<file path="config.mk">
export PLATFORM = sky130hd
export DESIGN_NAME = vga_scan
export DESIGN_NICKNAME = d
export VERILOG_FILES = /design/src/rtl/vga_scan.sv
export SDC_FILE = /design/constraint.sdc
export NUM_CORES = 1
export LEC_CHECK = 0
export BUFFER_PORTS_ARGS = -buffer_cell sky130_fd_sc_hd__buf_4
export CAP_MARGIN = 30
export CORE_ASPECT_RATIO = 1.75
export CORE_MARGIN = 5
export CORE_UTILIZATION = 29
export DETAILED_ROUTE_END_ITERATION = 10
export MAX_ROUTING_LAYER = met4
export PLACE_DENSITY = 0.6
export SLEW_MARGIN = 40
export SYNTH_ARGS = -nofsm -noshare
export SYNTH_HDL_FRONTEND = slang
export SYNTH_SLANG_ARGS = --single-unit
export TNS_END_PERCENT = 20
</file>
<file path="constraint.sdc">
create_clock -name clk -period 2.1 [get_ports clk]
set_clock_uncertainty 0.2 [all_clocks]
set_input_delay 0.21 -clock clk [delete_from_list [all_inputs] [get_ports clk]]
set_output_delay 0.21 -clock clk [all_outputs]
set_load 0.05 [all_outputs]
</file>
<file path="src/rtl/vga_scan.sv">
// VGA 640x480 scan generator: divides clk into a pixel enable, walks the raw
// col/row counters, and registers sync and blanked colour one pixel behind them.
module vga_scan #(
    parameter int H_ACTIVE = 640,
    parameter int H_FP     = 16,
    parameter int H_SYNC   = 96,
    parameter int H_BP     = 48,
    parameter int V_ACTIVE = 480,
    parameter int V_FP     = 10,
    parameter int V_SYNC   = 2,
    parameter int V_BP     = 33
) (
    input  logic        clk,
    input  logic        rst_n,
    input  logic [11:0] pix_rgb,
    output logic [9:0]  col,
    output logic [9:0]  row,
    output logic        hs,
    output logic        vs,
    output logic [3:0]  r,
    output logic [3:0]  g,
    output logic [3:0]  b,
    output logic        frame_tick
);

    localparam int CLK_DIV = 4;
    localparam int H_TOTAL = H_ACTIVE + H_FP + H_SYNC + H_BP;
    localparam int V_TOTAL = V_ACTIVE + V_FP + V_SYNC + V_BP;

    localparam logic [1:0] DIV_LAST = 2'(CLK_DIV - 1);
    localparam logic [9:0] H_LAST   = 10'(H_TOTAL - 1);
    localparam logic [9:0] V_LAST   = 10'(V_TOTAL - 1);
    localparam logic [9:0] H_VIS    = 10'(H_ACTIVE);
    localparam logic [9:0] V_VIS    = 10'(V_ACTIVE);
    localparam logic [9:0] HS_FIRST = 10'(H_ACTIVE + H_FP);
    localparam logic [9:0] HS_LAST  = 10'(H_ACTIVE + H_FP + H_SYNC - 1);
    localparam logic [9:0] VS_FIRST = 10'(V_ACTIVE + V_FP);
    localparam logic [9:0] VS_LAST  = 10'(V_ACTIVE + V_FP + V_SYNC - 1);

    logic [1:0] div;
    logic       pix_en;
    logic       active;
    logic       line_end;
    logic       frame_end;

    assign pix_en    = (div == DIV_LAST);
    assign active    = (col < H_VIS) && (row < V_VIS);
    assign line_end  = (col == H_LAST);
    assign frame_end = line_end && (row == V_LAST);

    // Decoded straight from registers and the divider, so it is a clean
    // single-cycle pulse that is forced low while div is held at 0 in reset.
    assign frame_tick = pix_en && frame_end;

    // NOTE: state registers use non-blocking assignments so every flop samples
    // the pre-edge values of its neighbours, regardless of block ordering.
    always_ff @(posedge clk or negedge rst_n) begin
        if (!rst_n) begin
            div <= 2'd0;
        end else begin
            div <= div + 2'd1;
        end
    end

    always_ff @(posedge clk or negedge rst_n) begin
        if (!rst_n) begin
            col <= 10'd0;
            row <= 10'd0;
        end else if (pix_en) begin
            if (line_end) begin
                col <= 10'd0;
                row <= frame_end ? 10'd0 : row + 10'd1;
            end else begin
                col <= col + 10'd1;
            end
        end
    end

    // Sync and colour are decoded from the pre-increment counters, which puts
    // all three exactly one pixel period behind col/row and aligned together.
    always_ff @(posedge clk or negedge rst_n) begin
        if (!rst_n) begin
            hs        <= 1'b1;
            vs        <= 1'b1;
            {r, g, b} <= 12'h000;
        end else if (pix_en) begin
            hs        <= !((col >= HS_FIRST) && (col <= HS_LAST));
            vs        <= !((row >= VS_FIRST) && (row <= VS_LAST));
            {r, g, b} <= active ? pix_rgb : 12'h000;
        end
    end

endmodule

</file>
Word level (Yosys, flattened, before mapping)
Cells that the tools add are included.

Bits in registers: 36. Bits in latches: 0. Memory bits (writable): 0. Bits in read-only memories: 0. Input port bits: 14. Output and inout port bits: 35. Word-level logic and storage cells: 31. Memories kept: 0.

Add/sub/neg operators: 3. Multipliers: 0. Div/mod/pow operators: 0. Magnitude comparators: 6. Eq/ne operators: 3. Shifts and indexed selects: 0. Mux-type cells: 3. Bitwise gates (word level): 0. Reduce and logical (&&, ||, !) cells: 8.

Operators by type and width (count): $add 10x1->10 const B (2); $eq 10x10->1 const B (2); $mux 10 (2); $mux 12 (1); $ge 10x10->1 const B (1); $ge 10x9->1 const B (1); $le 10x10->1 const B (1); $le 10x9->1 const B (1); $lt 10x10->1 const B (1); $lt 10x9->1 const B (1); $logic_and 1x1->1 (5); $add 2x1->2 const B (1); $eq 2x2->1 const B (1); $logic_not 1->1 (2); $reduce_and 2->1 (1).

Longest topological paths before layout
Word-level depth: 3. Depth in mapped cells: 6. Gate-level depth less buffers: 6.

Least setup slack after synthesis
OpenSTA, ideal clock, no wires.

Path kind: reg-to-reg. From: reg col[1]. To: reg row[2]. Library setup time: 164 ps. Arrival time: 2173 ps. Data required time: 1736 ps. Setup slack: -436 ps. Stages on the path, launching flop included: 6. Buffers on the path: 0. Clock period less this slack: 2536 ps. Cells stage by stage: dfrtp_1 -> ha_1 -> and4_4 -> nand3_4 -> nor2_1 -> nor2_1.

Word-level cells in the longest chain between the ends: 3. Elaborated cells on any way between the ends: 4. Those cells by class: 1 x eq/ne; 1 x mux; 2 x reduce/logical.

Ends and longest elaborated chain: start: declaration (line 16) `output logic [9:0] col,`; start signal: assignment (line 74) `col <= col + 10'd1;`; $eq 10x10->1 * (line 48) `assign line_end = (col == H_LAST);`; $logic_and 1x1->1 (line 49) `assign frame_end = line_end && (row == V_LAST);`; $mux 10 (line 72) `row <= frame_end ? 10'd0 : row + 10'd1;`; end signal: assignment (line 72); end: declaration (line 17) `output logic [9:0] row,`.

Mark *: on every way between the ends. The rest lies on a longest branch, timed or not. A chain may end at the register's enable or synchronous reset.

Worst setup path after layout
From: reg col[1]. To: out frame_tick.

Word-level cells in the longest chain between the ends: 3.

Ends and longest elaborated chain: $eq 10x10->1 (line 48); $logic_and 1x1->1 (line 49); $logic_and 1x1->1 (line 53) `assign frame_tick = pix_en && frame_end;`; end: declaration (line 23) `output logic frame_tick`.

No other way between the ends.

==> impl_results.md <==
- Status: completed
- Crit path kind: reg -> out
- Pin count of the biggest net entering global routing: 37
- Clock Sink Count: 36
- Placed cell areas: 2187 um^2
- Die H: 111.5 um
- Flop-to-flop setup slack: 0.16 ns
- Reg2Reg Depth: 5
- Final instance area: 2479 um^2
- FF-to-FF End: row[9]
- Achievable clock frequency: 0.4943 GHz
- Max Cap Viol: 0
- # H-tree levels: 2
- First-pass GRT wire length: 7.224 mm
- Unique cell type count in the Yosys netlist: 33
- Clock tree buffer depth: 2
- Final nets: 264
- Syn-to-layout area delta: 45.13%
- CP max stage delay: 0.44 ns
- Antenna Violating Nets Remaining: 0
- GRT overflow: 0
- WL final: 4.494 mm
- Clock-pin slew on the worst setup and hold paths: 0.07 ns
- Port Buffer Count: 48
- Critical Path Fanout Max: 7
- CP Cell Sequence: ha_4 > and4_4 > nand3_4 > nor2_4 > buf_8
- TritonRoute pass-1 iters: 4
- Mapped cell area: 1708 um^2
- GRT Resource Usage Total: 12.84%
- Synth area leaders: dfrtp_1 50%, o21ai_0 6.2%, nand2_1 4.4%
- Yosys reg bits: 36
- Post-DP HPWL: 3.142 mm
- Max-slew headroom: 67.33%
- Final worst-path cycle share: 96.33%
- CTS tree: yes
- Proportion of layout cells with a drive suffix above 1: 33.33%
- Vias in the first global route: 1530
- Reg-to-Reg Start: col[1]
- Setup crit start kind: register
- Clock Latency Late Sink: 0.28 ns
- Worst Setup End Kind: primary output
- Slowest CP cell: dfrtp_1
- Root Driver: clkbuf_8
- Largest area contributor in the netlist: dfrtp_1
- Data required, critical path: 1.69 ns
- Placer Congestion: 0.7932
- Post-synthesis sequential area ratio: 52.89%
- P_leak: 0.001152 uW
- Fill count: 576
- DRC: 0
- Worst vdd ir: 0.0002824 V
- DR vias: 1505
- Pwr/cell area: 542.3 nW/um^2
- Synth Net Count: 190
- Setup Viol. Count Final: 0
- I/O pins: 49
- Antenna cells: 0
- Die width: 68.01 um
- Total CTS buffers: 5
- Core area: 5787 um^2
- Initial core utilization: 29.51%
- Fin cells: 324
- Die area: 7584 um^2
- Routed vias/inst: 4.645
- WL per Instance: 13.87 um
- RSZ-0062 raised after global routing: no
- Initial antenna violation count: 0
- Hold crit path type: in -> async
- Final Max Slew Viols: 0
- Synth Instances: 171
- First DRT Iteration DRCs: 59
- Crit path time final: 2.023 ns
- Average size of a mapped cell: 9.988 um^2
- Top cell type's share of synthesized area: 49.82%
- YS warnings: 0
- Final Hold Vio Count: 0
- Critical Path AT: 1.61 ns
- Placed cells: 297
- Total power: 1344 uW
- Std cell rows: 37
- Worst Max-Slew Pin Slew: 0.4896 ns
-- metal layers --
layer / GRT usage (%) / vias up / wire [um]
li1: - / 725 / -
met1: 13.76 / 721 / 1743
met2: 22.10 / 49 / 2431
met3: 2.220 / 10 / 172
met4: 5.843 / 0 / 146
met5: - / - / 0
-- worst max-delay path: cells and delay by family (launching register included) --
| kind | cells | cell delay, ns |
|---|---|---|
| simple gates | 3 | 0.56 |
| buf+inv | 1 | 0.16 |
| fa+ha+maj | 1 | 0.18 |
| flops | 1 | 0.44 |
-- layout make-up --
type	instances	area, um^2	share of cell area, %
clock buffers	8	90.09	3.635
inverters	17	63.81	2.574
multi-input cells	113	739.5	29.83
flip-flops and latches	36	907.1	36.60
well taps	78	97.59	3.937
repair buffers	72	580.6	23.42
-- synth_stat cells, drive strengths merged --
master  count
dfrtp      34
clkbuf      4
o31ai       1
xnor2       7
ha          5
nand3      10
or4b        1
inv        17
nand4b      2
nor4        2
and3        1
nand2      20
buf         1
nor3        5
o211ai      1
or4         1
a21oi       4
dfstp       2
or2         1
nor2       12
and4        3
mux2i       1
o21ai      21
nand4       6
xor2        6
and4b       3
-- per-stage QoR --
step           setup slack [ns]  setup TNS [ns]  hold WS, ns  util [%]
3_3_place_gp             0.1591               0     0.002898     37.79
6_report                0.07711               0       0.2199     42.83
4_1_cts                 0.02533               0       0.2298     42.21
2_1_floorplan           -0.1009         -0.1358      -0.2856         -
5_1_grt               0.0004726               0       0.2616     42.83
3_5_place_dp             0.1528               0     0.001172     37.79
-- cells by family after synthesis --
kind of cell | count (synthesis) | synth area share [%]
and+or+nand+nor | 67 | 22.86
DFF | 36 | 52.89
AOI/OAI and AO/OA | 27 | 8.205
buffers and inverters | 22 | 5.128
xor gates and xnor gates | 13 | 6.667
adders and majority gates | 5 | 3.663
muxes | 1 | 0.5861
-- power by group --
part	switching, uW	internal, uW
Sequential	6.07	705
Clock	243	268
Combinational	72.3	49.7
-- flip-flops by register name (all words and copies together) (netlist names) --
| signal | count |
|---|---|
| col | 10 |
| row | 10 |
| b | 4 |
| g | 4 |
| r | 4 |
| div | 2 |
| hs | 1 |
| vs | 1 |
-- repair_timing --
action,in CTS,in global routing
endpoints found under the setup margin,1,1
hold buffers,13,0
setup buffers,4,2
pin swaps,1,1
resized for setup,2,7
hold endpoints to repair,46,0
-- how the worst max path moves through the flow --
stage | from | to | slack, ns | cells after the start
floorplan | col[1] | row[9] | -0.10 | 5
CTS | row[1] | frame_tick | 0.03 | 6
detailed placement | col[0] | row[9] | 0.15 | 5
global route | col[1] | frame_tick | 0.0005 | 5
global placement | row[1] | frame_tick | 0.16 | 6
finish | col[1] | frame_tick | 0.08 | 5
-- cell usage in the layout (no fill, tap or decap) --
| cell | Yosys | layout |
|---|---|---|
| nor2_4 | 0 | 1 |
| o211ai_1 | 1 | 1 |
| o21ai_0 | 21 | 21 |
| nand2_1 | 20 | 20 |
| and4_4 | 1 | 1 |
| and3_1 | 1 | 1 |
| nand4b_1 | 2 | 2 |
| xor2_1 | 6 | 6 |
| a21oi_1 | 4 | 4 |
| clkbuf_8 | 0 | 6 |
| ha_4 | 0 | 1 |
| nor2_8 | 1 | 1 |
| and4b_4 | 1 | 1 |
| or2_2 | 1 | 1 |
| inv_2 | 0 | 1 |
| nand4_1 | 6 | 6 |
| nor2_1 | 11 | 10 |
| nor3_1 | 4 | 4 |
| buf_8 | 0 | 1 |
| dfrtp_1 | 34 | 31 |
| dfstp_2 | 2 | 2 |
| dfrtp_2 | 0 | 3 |
| dlygate4sd3_1 | 0 | 13 |
| and4_1 | 1 | 1 |
| xnor2_1 | 7 | 7 |
| ha_2 | 0 | 1 |
| and4_2 | 1 | 1 |
| inv_1 | 17 | 16 |
| nand3_4 | 1 | 1 |
| mux2i_1 | 1 | 1 |
| nor4_1 | 2 | 2 |
| and4b_1 | 2 | 2 |
| ha_1 | 5 | 3 |
| nor3_2 | 1 | 1 |
| nand3_1 | 9 | 9 |
| o31ai_1 | 1 | 1 |
| or4_1 | 1 | 1 |
| clkbuf_1 | 3 | 2 |
| or4b_2 | 1 | 1 |
| buf_4 | 1 | 58 |
No activity file was read; power rests on OpenSTA's default activity.
